--- src/rtl/pixel_window_buffer.sv ---
// pixel_window_buffer
// Row-window shift buffer feeding the sub-pixel interpolation filter array.
// Holds the last DEPTH rows of ROW_PIX pixels and presents them as one flat
// bus, row-major or column-major. Rows enter through a valid/ready port.
// A full window is offered through a second valid/ready port. STRIDE new
// rows are required between consecutive windows. Input is stalled while a
// window is on offer, so win_data stays stable until it is consumed.

module pixel_window_buffer #(
  parameter int PIX_W     = 8,
  parameter int ROW_PIX   = 8,
  parameter int DEPTH     = 15,
  parameter int STRIDE    = 1,
  parameter int TRANSPOSE = 1,
  parameter int CNT_W     = 4
) (
  input  logic                           clock,
  input  logic                           reset_L,
  input  logic                           flush,
  input  logic                           in_valid,
  output logic                           in_ready,
  input  logic [ROW_PIX*PIX_W-1:0]       in_data,
  output logic                           win_valid,
  input  logic                           win_ready,
  output logic [DEPTH*ROW_PIX*PIX_W-1:0] win_data,
  output logic [CNT_W-1:0]               fill_cnt
);

  localparam int ROW_W = ROW_PIX * PIX_W;

  localparam logic [CNT_W-1:0] DEPTH_C  = CNT_W'(DEPTH);
  localparam logic [CNT_W-1:0] STRIDE_C = CNT_W'(STRIDE);
  localparam logic [CNT_W-1:0] ONE_C    = CNT_W'(1);

  // Reject parameter sets the buffer cannot represent
  if (DEPTH < 2) begin : g_bad_depth
    $error("pixel_window_buffer: DEPTH must be at least 2");
  end
  if ((STRIDE < 1) || (STRIDE > DEPTH)) begin : g_bad_stride
    $error("pixel_window_buffer: STRIDE must lie in 1..DEPTH");
  end
  if (CNT_W < $clog2(DEPTH + 1)) begin : g_bad_cnt_w
    $error("pixel_window_buffer: CNT_W too narrow to count DEPTH rows");
  end

  typedef enum logic [1:0] {
    ST_FILL    = 2'd0,
    ST_VALID   = 2'd1,
    ST_ADVANCE = 2'd2
  } state_t;

  state_t           state;
  state_t           state_nxt;
  logic [CNT_W-1:0] fill_cnt_nxt;
  logic [CNT_W-1:0] adv_cnt;
  logic [CNT_W-1:0] adv_cnt_nxt;
  logic [ROW_W-1:0] rows [DEPTH];
  logic             accept;
  logic             take;

  // Handshake flags come straight from the state register. During a flush
  // cycle they therefore still show the pre-flush state.
  assign in_ready  = (state != ST_VALID);
  assign win_valid = (state == ST_VALID);
  assign accept    = in_valid && in_ready;
  assign take      = win_valid && win_ready;

  // Next-state, fill and stride counters. A flush overrides everything.
  always_comb begin
    state_nxt    = state;
    fill_cnt_nxt = fill_cnt;
    adv_cnt_nxt  = adv_cnt;

    if (accept && (fill_cnt != DEPTH_C)) begin
      fill_cnt_nxt = fill_cnt + ONE_C;
    end

    case (state)
      ST_FILL: begin
        if (accept && (fill_cnt == (DEPTH_C - ONE_C))) begin
          state_nxt = ST_VALID;
        end
      end
      ST_VALID: begin
        if (take) begin
          state_nxt   = ST_ADVANCE;
          adv_cnt_nxt = '0;
        end
      end
      ST_ADVANCE: begin
        if (accept) begin
          adv_cnt_nxt = adv_cnt + ONE_C;
          if (adv_cnt == (STRIDE_C - ONE_C)) begin
            state_nxt = ST_VALID;
          end
        end
      end
      default: begin
        state_nxt   = ST_FILL;
        adv_cnt_nxt = '0;
      end
    endcase

    if (flush) begin
      state_nxt    = ST_FILL;
      fill_cnt_nxt = '0;
      adv_cnt_nxt  = '0;
    end
  end

  // Control registers: state, fill count and stride count
  always_ff @(posedge clock or negedge reset_L) begin
    if (!reset_L) begin
      state    <= ST_FILL;
      fill_cnt <= '0;
      adv_cnt  <= '0;
    end else begin
      state    <= state_nxt;
      fill_cnt <= fill_cnt_nxt;
      adv_cnt  <= adv_cnt_nxt;
    end
  end

  // Row storage: shift toward row 0 on each accepted row, newest at DEPTH-1
  always_ff @(posedge clock or negedge reset_L) begin
    if (!reset_L) begin
      for (int r = 0; r < DEPTH; r++) begin
        rows[r] <= '0;
      end
    end else if (flush) begin
      for (int r = 0; r < DEPTH; r++) begin
        rows[r] <= '0;
      end
    end else if (accept) begin
      for (int r = 0; r < DEPTH - 1; r++) begin
        rows[r] <= rows[r+1];
      end
      rows[DEPTH-1] <= in_data;
    end
  end

  // Window bus: pure wiring from the row registers, no added latency
  for (genvar gr = 0; gr < DEPTH; gr++) begin : g_row
    for (genvar gc = 0; gc < ROW_PIX; gc++) begin : g_col
      if (TRANSPOSE != 0) begin : g_col_major
        assign win_data[(gc*DEPTH + gr)*PIX_W +: PIX_W] = rows[gr][gc*PIX_W +: PIX_W];
      end else begin : g_row_major
        assign win_data[(gr*ROW_PIX + gc)*PIX_W +: PIX_W] = rows[gr][gc*PIX_W +: PIX_W];
      end
    end
  end

endmodule

--- config.mk ---
export PLATFORM = sky130hd
export DESIGN_NAME = pixel_window_buffer
export DESIGN_NICKNAME = d
export VERILOG_FILES = /design/src/rtl/pixel_window_buffer.sv
export SDC_FILE = /design/constraint.sdc
export NUM_CORES = 1
export LEC_CHECK = 0
export ABC_CLOCK_PERIOD_IN_PS = 3200
export BUFFER_PORTS_ARGS = -buffer_cell sky130_fd_sc_hd__buf_2
export CORE_AREA = 2 2 406 408
export DETAILED_ROUTE_END_ITERATION = 8
export DIE_AREA = 0 0 408 410
export PLACE_DENSITY = 0.39
export SETUP_SLACK_MARGIN = 0.1
export SYNTH_ARGS = -nofsm -noshare
export SYNTH_HDL_FRONTEND = slang
export SYNTH_SLANG_ARGS = --single-unit
--- constraint.sdc ---
create_clock -name clock -period 3.2 [get_ports clock]
set_input_delay 0.32 -clock clock [delete_from_list [all_inputs] [get_ports clock]]
set_output_delay 0.32 -clock clock [all_outputs]
set_load 0.02 [all_outputs]
# Word level (Yosys, flattened, before mapping)
# Cells that the tools add are included.
[classes]
add_sub_neg = 2
eq_ne = 10
n_mux = 14
reduce_logical = 10
[op_table]
columns = ["op", "n"]
rows = [
  ["$mux W960", 2],
  ["$mux W4", 5],
  ["$pmux W4 S3", 1],
  ["$mux W2", 5],
  ["$ne A3 B3 Y1 const B", 3],
  ["$add A4 B1 Y4 const B", 2],
  ["$pmux W2 S3", 1],
  ["$eq A4 B4 Y1 const B", 1],
  ["$logic_and A1 B1 Y1", 4],
  ["$logic_not A4 Y1", 1],
  ["$ne A4 B4 Y1 const B", 1],
  ["$reduce_and A4 Y1", 1],
  ["$reduce_bool A2 Y1", 2],
  ["$ne A3 B2 Y1 const B", 1],
  ["$reduce_and A3 Y1", 1],
  ["$eq A2 B1 Y1 const B", 1],
  ["$eq A2 B2 Y1 const B", 1],
  ["$logic_not A2 Y1", 1],
  ["$ne A2 B1 Y1 const B", 1],
  ["$ne A2 B2 Y1 const B", 1],
]
[word_totals]
ff_bits = 970
inputBits = 69
output_inout_bits = 966
word_cells = 54

# Longest topological paths before layout
# Gate-level depths: netlist of run 1.
[logic_depth]
depth_word = 6
ltp_mapped = 9
depth_no_buf = 5

# Worst setup path before layout of run 1
# No wires, ideal clock.
[synth_timing]
kind = "reg-to-reg"
start = "register state[1]"
end = "register rows, in the netlist win_data[136]"
setup_time_ns = 0.136
t_arrival_ns = 1.516
t_required_ns = 3.064
path_slack_ns = 1.547
stages_incl_launch_ff = 10
path_buffers = 5
synth_period_minus_slack_ns = 1.653
cell_sequence = "dfrtp_1 > nand2b_1 > buf_4 > and2_1 > buf_2 > buf_6 > buf_6 > buf_4 > nand2_1 > a21oi_1"
[synth_between]
elab_chain_len = 3
[synth_lines]
columns = ["item", "line_no", "source"]
rows = [
  ["from (decl)", "52", "state_t state;"],
  ["from (signal assigned)", "118", "state <= state_nxt;"],
  ["$ne A2 B1 Y1", "63", "assign in_ready = (state != ST_VALID);"],
  ["via in_ready", "21", "output logic in_ready,"],
  ["$logic_and A1 B1 Y1", "65", "assign accept = in_valid && in_ready;"],
  ["$reduce_bool A2 Y1 (no source line)", "--", ""],
  ["to (signal, indexed assignment)", "136", "rows[r] <= rows[r+1];"],
  ["to (signal, indexed assignment)", "138", "rows[DEPTH-1] <= in_data;"],
  ["to (decl)", "57", "logic [ROW_W-1:0] rows [DEPTH];"],
]
# The timed path passes the listed nets, and every way through them passes these cells.
# A chain may end at the register's enable or synchronous reset.

# Worst setup path after layout of run 1
[layout_timing]
start = "register state[1]"
end = "register rows, in the netlist win_data[183]"
[layout_between]
elab_chain_len = 3
[layout_lines]
columns = ["item", "line_no"]
rows = [
  ["$ne A2 B1 Y1", "63"],
  ["$logic_and A1 B1 Y1", "65"],
  ["$reduce_bool A2 Y1 (no source line)", "--"],
]
# No other way between the ends.

==> summary.md, run 1 <==
| Metric | Value |
|---|---|
| Outcome | finished clean |
| Global-route wire length before repair | 244000 um |
| Crit path DAT | 2.94 ns |
| Number of cells on the critical path | 5 |
| Clock tree skew after final layout | 0.0449 ns |
| Peak Freq | 0.432 GHz |
| Fraction of synthesized cell area taken by the top area cell type | 63.6% |
| Core outline area | 163000 um^2 |
| Count leader, synth | sky130_fd_sc_hd__nand2_1 |
| Relative slew slack | 48.8% |
| Die height | 410 um |
| Final nets | 5292 |
| Cell variety after synth | 29 |
| Via count of the first global-routing pass | 32.7k |
| Worst-case register-to-register setup slack | 0.89 ns |
| Number of placement rows | 149 |
| CTS clock-pin slew for the worst setup and hold paths | 0.06 ns |
| Slew at the pin closest to its max-slew limit | 0.768 ns |
| Later-pin clock latency in the skew report | 0.75 ns |
| Pin count of the biggest net entering global routing | 123 |
| Reg-to-reg endpoint | win_data[183] |
| GRT Overall Usage | 19.6% |
| Crit path launch type | flop |
| Die ar. | 167000 um^2 |
| Type of the worst setup path | reg2reg |
| Total vias in the final route | 33.3k |
| Cts bufs inserted | 113 |
| Number of instances resized during post-cts repair | 0 |
| Final Instance Count excl. Fillers | 7504 |
| Residual DRC count | 0 |
| Total I/O pin count | 1035 |
| DRT Pass-1 Iters | 5 |
| VDD IR max | 0.402 mV |
| Delay of the slowest cell on the worst path | 0.51 ns |
| Reg-to-Reg Start | state[1] |
| Clock tree from TritonCTS | built |
| Cells along the critical path | nand2b_1 > nand2_8 > buf_12 > nand2_1 > a21oi_1 |
| Avg Synthesized Cell Area | 9.04 um^2 |
| Combined area of all synthesized cells | 38200 um^2 |
| Fraction of the cycle the final worst path needs | 72.3% |
| Total nets after synthesis | 4294 |
| Final weighted congestion in routability-driven placement | 0.812 |
| Number of nets with antenna violations after routing | 0 |
| Static power due to leakage | 24.1 nW |
| Total count of max-transition violations in the final report | 0 |
| Max Buffers Root-to-Sink | 3 |
| Layout-stage area growth over the synthesis result | 32.0% |
| Gate count of the mapped netlist | 4221 |
| Input/output buffers | 1034 |
| Top cells by instance count after synthesis | sky130_fd_sc_hd__nand2_1, sky130_fd_sc_hd__dfrtp_1, sky130_fd_sc_hd__a21oi_1 |
| Chip Width | 408 um |
| Level count of the clock H-tree | 3 |
| Number of synthesized register bits | 970 |
| Min Clock Period, post-route | 2.31 ns |
| Power density over the cells | 542 nW/um^2 |
| Setup TNS after final layout | 0 ns |
| Filler Cells Inserted | 17.7k |
| Hold-fix buffers at CTS | 69 |
| Worst path bufs/invs | 1 |
| Sequential share of the synthesized area | 63.6% |
| Critical Path RT | 3.82 ns |
| Yosys synthesis warning count | 0 |
| RSZ-0062 raised after global routing | false |
| 1st-iter DRT viols | 2712 |
| Routed wire length | 170000 um |
| Crit path launch | state[1] |
| Peak fanout along the critical path | 106 |
| Count of final hold-check violations | 0 |
| Critical-path cell with the highest stage delay | sky130_fd_sc_hd__nand2_8 |
| Total of endpoints with negative setup slack in the final report | 0 |
| Number of enable flip-flop cells after synthesis | 0 |
| Average via count per standard cell | 4.44 |
| Initial antenna violation count | 4 |
| Share of layout cells above drive strength 1 | 24.9% |
| Crit path max-delay family | simple AND/OR/NAND/NOR gates |
| Number of buffers inserted by post-CTS setup repair | 0 |
| Asr flop ratio synth | 100% |
| Dpl hpwl | 123000 um |
| Sum of overflow across all layers after global routing | 0 |
| Cell taking the most area after synthesis | sky130_fd_sc_hd__dfrtp_1 |
| Top post-synthesis cells by area | sky130_fd_sc_hd__dfrtp_1, sky130_fd_sc_hd__nand2_1, sky130_fd_sc_hd__a21oi_1 |
| Starting Density | 23.3% |
| R2R depth | 5 |
| Hold Crit Class | in2async |
| Leading register cell type out of synthesis | sky130_fd_sc_hd__dfrtp_1 |
| Max-capacitance violation count | 0 |
| Root Buffer | sky130_fd_sc_hd__clkbuf_16 |
| End point of the critical path | win_data[183] |
| Setup crit end kind | flop |
| Placed cells | 7224 |
| Wire per inst | 22.7 um |
| Sink count of the clock tree | 970 |
[power breakdown]
group          switching, mW  internal [mW]  total (mW)
Sequential            0.0930           12.4        12.5
Clock                   5.58           7.71        13.3
Combinational           1.20          0.364        1.56
Total                   6.87           20.4        27.3
[worst min path at each step]
stage                         from             to  slack (ns)  cells past startpoint
after floorplan            reset_L     adv_cnt[0]        0.02                      0
after global placement     reset_L  win_data[721]        0.34                      1
after detailed placement   reset_L  win_data[959]        0.35                      1
after CTS                 in_valid    fill_cnt[0]        0.07                      4
after global routing      in_valid    fill_cnt[1]        0.14                      4
final                      reset_L  win_data[959]        0.13                      2
[per-layer routing]
| metal | vias to the layer above | track usage [%] | wire (um) |
|---|---|---|---|
| met1 | 16500 | 25.3 | 73000 |
| met2 | 971 | 32.1 | 81500 |
| met3 | 170 | 5.70 | 12100 |
| met4 | 0 | 5.17 | 3800 |
| li1 | 15600 | - | - |
| met5 | - | 0 | 0 |
[per-stage QoR]
step	total power, mW	hold WS [ns]	instance area [um^2]	worst slack [ns]	utilization, %
global placement	14.2	0.338	45800	0.963	28.0
CTS	27.7	0.0723	50400	0.897	30.8
global route	28.4	0.144	50400	0.766	30.8
detailed placement	14.2	0.347	45800	0.957	28.0
finish	27.3	0.126	50400	0.886	30.8
floorplan	13.4	0.0244	38200	1.55	-
[worst reg2reg max path, stage by stage (launching register included)]
cell	delay, ns
sky130_fd_sc_hd__dfrtp_1	0.44
sky130_fd_sc_hd__nand2b_1	0.33
sky130_fd_sc_hd__nand2_8	0.51
sky130_fd_sc_hd__buf_12	0.51
sky130_fd_sc_hd__nand2_1	0.26
sky130_fd_sc_hd__a21oi_1	0.16
[final cells by class]
| type | count | area (um^2) | share of cell area, % |
|---|---|---|---|
| flip-flops and latches | 970 | 24300 | 48.2 |
| diodes | 2 | 5.00 | 0.00994 |
| clock buffers | 172 | 3390 | 6.74 |
| clock inverters | 37 | 425 | 0.845 |
| multi-input cells | 2924 | 12300 | 24.5 |
| inverters | 5 | 18.8 | 0.0373 |
| well taps | 2189 | 2740 | 5.44 |
| repair buffers | 1205 | 7190 | 14.3 |
[flip-flops by register name (all words and copies together) (netlist names)]
signal and flops:
adv_cnt 4, fill_cnt 4, state 2, win_data 960
[cell usage in the layout (no fill, tap or decap), types with 2 or more instances in the layout]
cell type                       count
sky130_fd_sc_hd__diode_2            2
sky130_fd_sc_hd__a21oi_1          964
sky130_fd_sc_hd__nand3_1            4
sky130_fd_sc_hd__clkbuf_1          28
sky130_fd_sc_hd__clkbuf_8          28
sky130_fd_sc_hd__buf_4             59
sky130_fd_sc_hd__clkinvlp_4         3
sky130_fd_sc_hd__dlygate4sd3_1     69
sky130_fd_sc_hd__buf_8              2
sky130_fd_sc_hd__dfrtp_1          970
sky130_fd_sc_hd__clkinv_2          23
sky130_fd_sc_hd__xor2_1             2
sky130_fd_sc_hd__ha_1               4
sky130_fd_sc_hd__buf_2           1032
sky130_fd_sc_hd__nand2_1         1925
sky130_fd_sc_hd__buf_12            43
sky130_fd_sc_hd__bufinv_16          5
sky130_fd_sc_hd__clkbuf_16        116
sky130_fd_sc_hd__nor3b_1            3
sky130_fd_sc_hd__inv_1              5
sky130_fd_sc_hd__clkinv_16          4
sky130_fd_sc_hd__o21ai_0            3
sky130_fd_sc_hd__nor2_1             5
[cell families after synthesis]
kind of cell | share of synthesized area (%)
compound gates | 12.8
xor+xnor | 0.0689
fa+ha+maj | 0.131
flops | 63.6
simple gates | 19.2
buf+inv | 4.15
(Power assumes the default switching activity.)
==> inputs of run 2 (changes only) <==
--- a/config.mk
+++ b/config.mk
@@ -5,12 +5,12 @@
 export SDC_FILE = /design/constraint.sdc
 export NUM_CORES = 1
 export LEC_CHECK = 0
-export ABC_CLOCK_PERIOD_IN_PS = 3200
+export ABC_CLOCK_PERIOD_IN_PS = 2100
 export BUFFER_PORTS_ARGS = -buffer_cell sky130_fd_sc_hd__buf_2
 export CORE_AREA = 2 2 406 408
 export DETAILED_ROUTE_END_ITERATION = 8
 export DIE_AREA = 0 0 408 410
-export PLACE_DENSITY = 0.39
+export PLACE_DENSITY = 0.4
 export SETUP_SLACK_MARGIN = 0.1
 export SYNTH_ARGS = -nofsm -noshare
 export SYNTH_HDL_FRONTEND = slang
==> constraint.sdc (replaced) <==
create_clock -name clock -period 2.1 [get_ports clock]
set_input_delay 0.21 -clock clock [delete_from_list [all_inputs] [get_ports clock]]
set_output_delay 0.21 -clock clock [all_outputs]
set_load 0.02 [all_outputs]
==> summary.md, run 2 (same netlist as run 1, synthesis figures left out) <==
| Metric | Value |
|---|---|
| Crit path launch type | flop |
| Number of cells on the worst hold path | 4 |
| Crit path launch | state[1] |
| GRT Overall Usage | 19.8% |
| Count of final hold-check violations | 0 |
| Core outline area | 163000 um^2 |
| Later-pin clock latency in the skew report | 0.75 ns |
| Number of placement rows | 149 |
| Routed wire length | 171000 um |
| Sink count of the clock tree | 970 |
| Final Worst Setup Slack | 0.247 ns |
| Most common cell after layout, fill and taps aside | sky130_fd_sc_hd__nand2_1 |
| Residual DRC count | 0 |
| Total of endpoints with negative setup slack in the final report | 0 |
| Peak fanout along the critical path | 5 |
| Worst setup slack before clock tree synthesis | 0.267 ns |
| 1st-iter DRT viols | 2666 |
| Total count of max-transition violations in the final report | 0 |
| Placed cells | 7266 |
| Global-route wire length before repair | 246000 um |
| Wire per inst | 22.7 um |
| Static power due to leakage | 24.5 nW |
| Reg-to-Reg Start | state[1] |
| Minimum hold slack | 0.251 ns |
| Reg-to-reg endpoint | win_data[505] |
| Input/output buffers | 1034 |
| Worst-case register-to-register setup slack | 0.31 ns |
| Chip Width | 408 um |
| Final Instance Count excl. Fillers | 7547 |
| R2R depth | 7 |
| Standard cell area after detailed placement | 46400 um^2 |
| Layout-stage area growth over the synthesis result | 33.9% |
| Design area | 51100 um^2 |
| Level count of the clock H-tree | 3 |
| Power density over the cells | 828 nW/um^2 |
| Sum of overflow across all layers after global routing | 0 |
| Starting Density | 23.3% |
| Dpl hpwl | 127000 um |
| Setup TNS after final layout | 0 ns |
| VDD IR max | 0.654 mV |
| Pin count of the biggest net entering global routing | 125 |
| Fraction of the cycle the final worst path needs | 88.2% |
| Die ar. | 167000 um^2 |
| End point of the critical path | win_valid |
| CTS clock-pin slew for the worst setup and hold paths | 0.06 ns |
| Crit path DAT | 1.64 ns |
| DRT Pass-1 Iters | 5 |
| Slew at the pin closest to its max-slew limit | 0.663 ns |
| Type of the worst setup path | reg2out |
| Clock tree skew after final layout | 0.0554 ns |
| Share of layout cells above drive strength 1 | 25.5% |
| Initial antenna violation count | 3 |
| Hold Crit Class | in2reg |
| Outcome | finished clean |
| Max Buffers Root-to-Sink | 3 |
| Final nets | 5336 |
| Number of nets with antenna violations after routing | 0 |
| Peak Freq | 0.540 GHz |
| RSZ-0062 raised after global routing | false |
| Average via count per standard cell | 4.45 |
| Via count of the first global-routing pass | 32.9k |
| Total I/O pin count | 1035 |
| Leading cell types in the layout, fill and taps excluded | sky130_fd_sc_hd__nand2_1, sky130_fd_sc_hd__buf_2, sky130_fd_sc_hd__dfrtp_1 |
| Final weighted congestion in routability-driven placement | 0.822 |
| Critical Path RT | 1.89 ns |
| Relative slew slack | 55.8% |
| Total vias in the final route | 33.6k |
| Max FFs per register | 960 |
| Clock tree from TritonCTS | built |
| Setup crit end kind | primary output |
| Min Clock Period, post-route | 1.85 ns |
| Max-capacitance violation count | 0 |
| Die height | 410 um |
| Root Buffer | sky130_fd_sc_hd__clkbuf_16 |
| Cts bufs inserted | 112 |
-- run 2: stage by stage --
| stage | util [%] | total power, mW |
|---|---|---|
| after global placement | 28.4 | 21.8 |
| final | 31.3 | 42.3 |
| after global routing | 31.3 | 43.9 |
| after floorplan | - | 20.4 |
| after detailed placement | 28.4 | 21.8 |
| after CTS | 31.3 | 43.0 |
-- run 2: area by class of cell --
cell class / count / area (um^2)
diodes: 3 / 7.51
clock buffers: 179 / 3490
clock inverters: 27 / 445
fillers: 17600 / 112000
inverters: 5 / 18.8
multi-input cells: 2924 / 12300
flip-flops and latches: 970 / 24300
well taps: 2189 / 2740
repair buffers: 1250 / 7810
-- run 2: repair_timing --
action                     4_1_cts  5_1_grt
hold endpoints to repair       791        0
resized for setup                2        2
gates cloned                     0        0
setup endpoints to repair        3        6
hold buffers                    72        0
buffers inserted                 1        0
-- run 2: worst max-delay path, stage by stage (launching register included) --
cell,delay (ns)
sky130_fd_sc_hd__dfrtp_1,0.38
sky130_fd_sc_hd__nand2b_1,0.16
sky130_fd_sc_hd__buf_4,0.17
sky130_fd_sc_hd__inv_2,0.07
sky130_fd_sc_hd__buf_6,0.12
-- run 2: power by group --
group | switching, mW | leakage (nW) | internal (mW)
combinational | 1.84 | 9.04 | 0.663
sequential | 0.151 | 13.5 | 18.8
clock | 8.47 | 1.93 | 12.3
-- run 2: how the worst min path moves through the flow --
| stage | slack [ns] | start | end |
|---|---|---|---|
| after floorplan | -0.09 | reset_L | adv_cnt[0] |
| after global placement | 0.22 | reset_L | win_data[764] |
| after detailed placement | 0.22 | reset_L | win_data[764] |
| after CTS | 0.17 | in_data[32] | win_data[592] |
| after global routing | 0.23 | in_data[15] | win_data[239] |
| final | 0.25 | in_data[32] | win_data[592] |
-- run 2: metal layers --
metal  wire length (um)  track usage, %  vias up
met5                 12               0        -
met4               3710            4.99        2
met3              12000            5.44      168
met2              82400            32.5      952
met1              73300            25.7    16800
li1                   -               -    15700
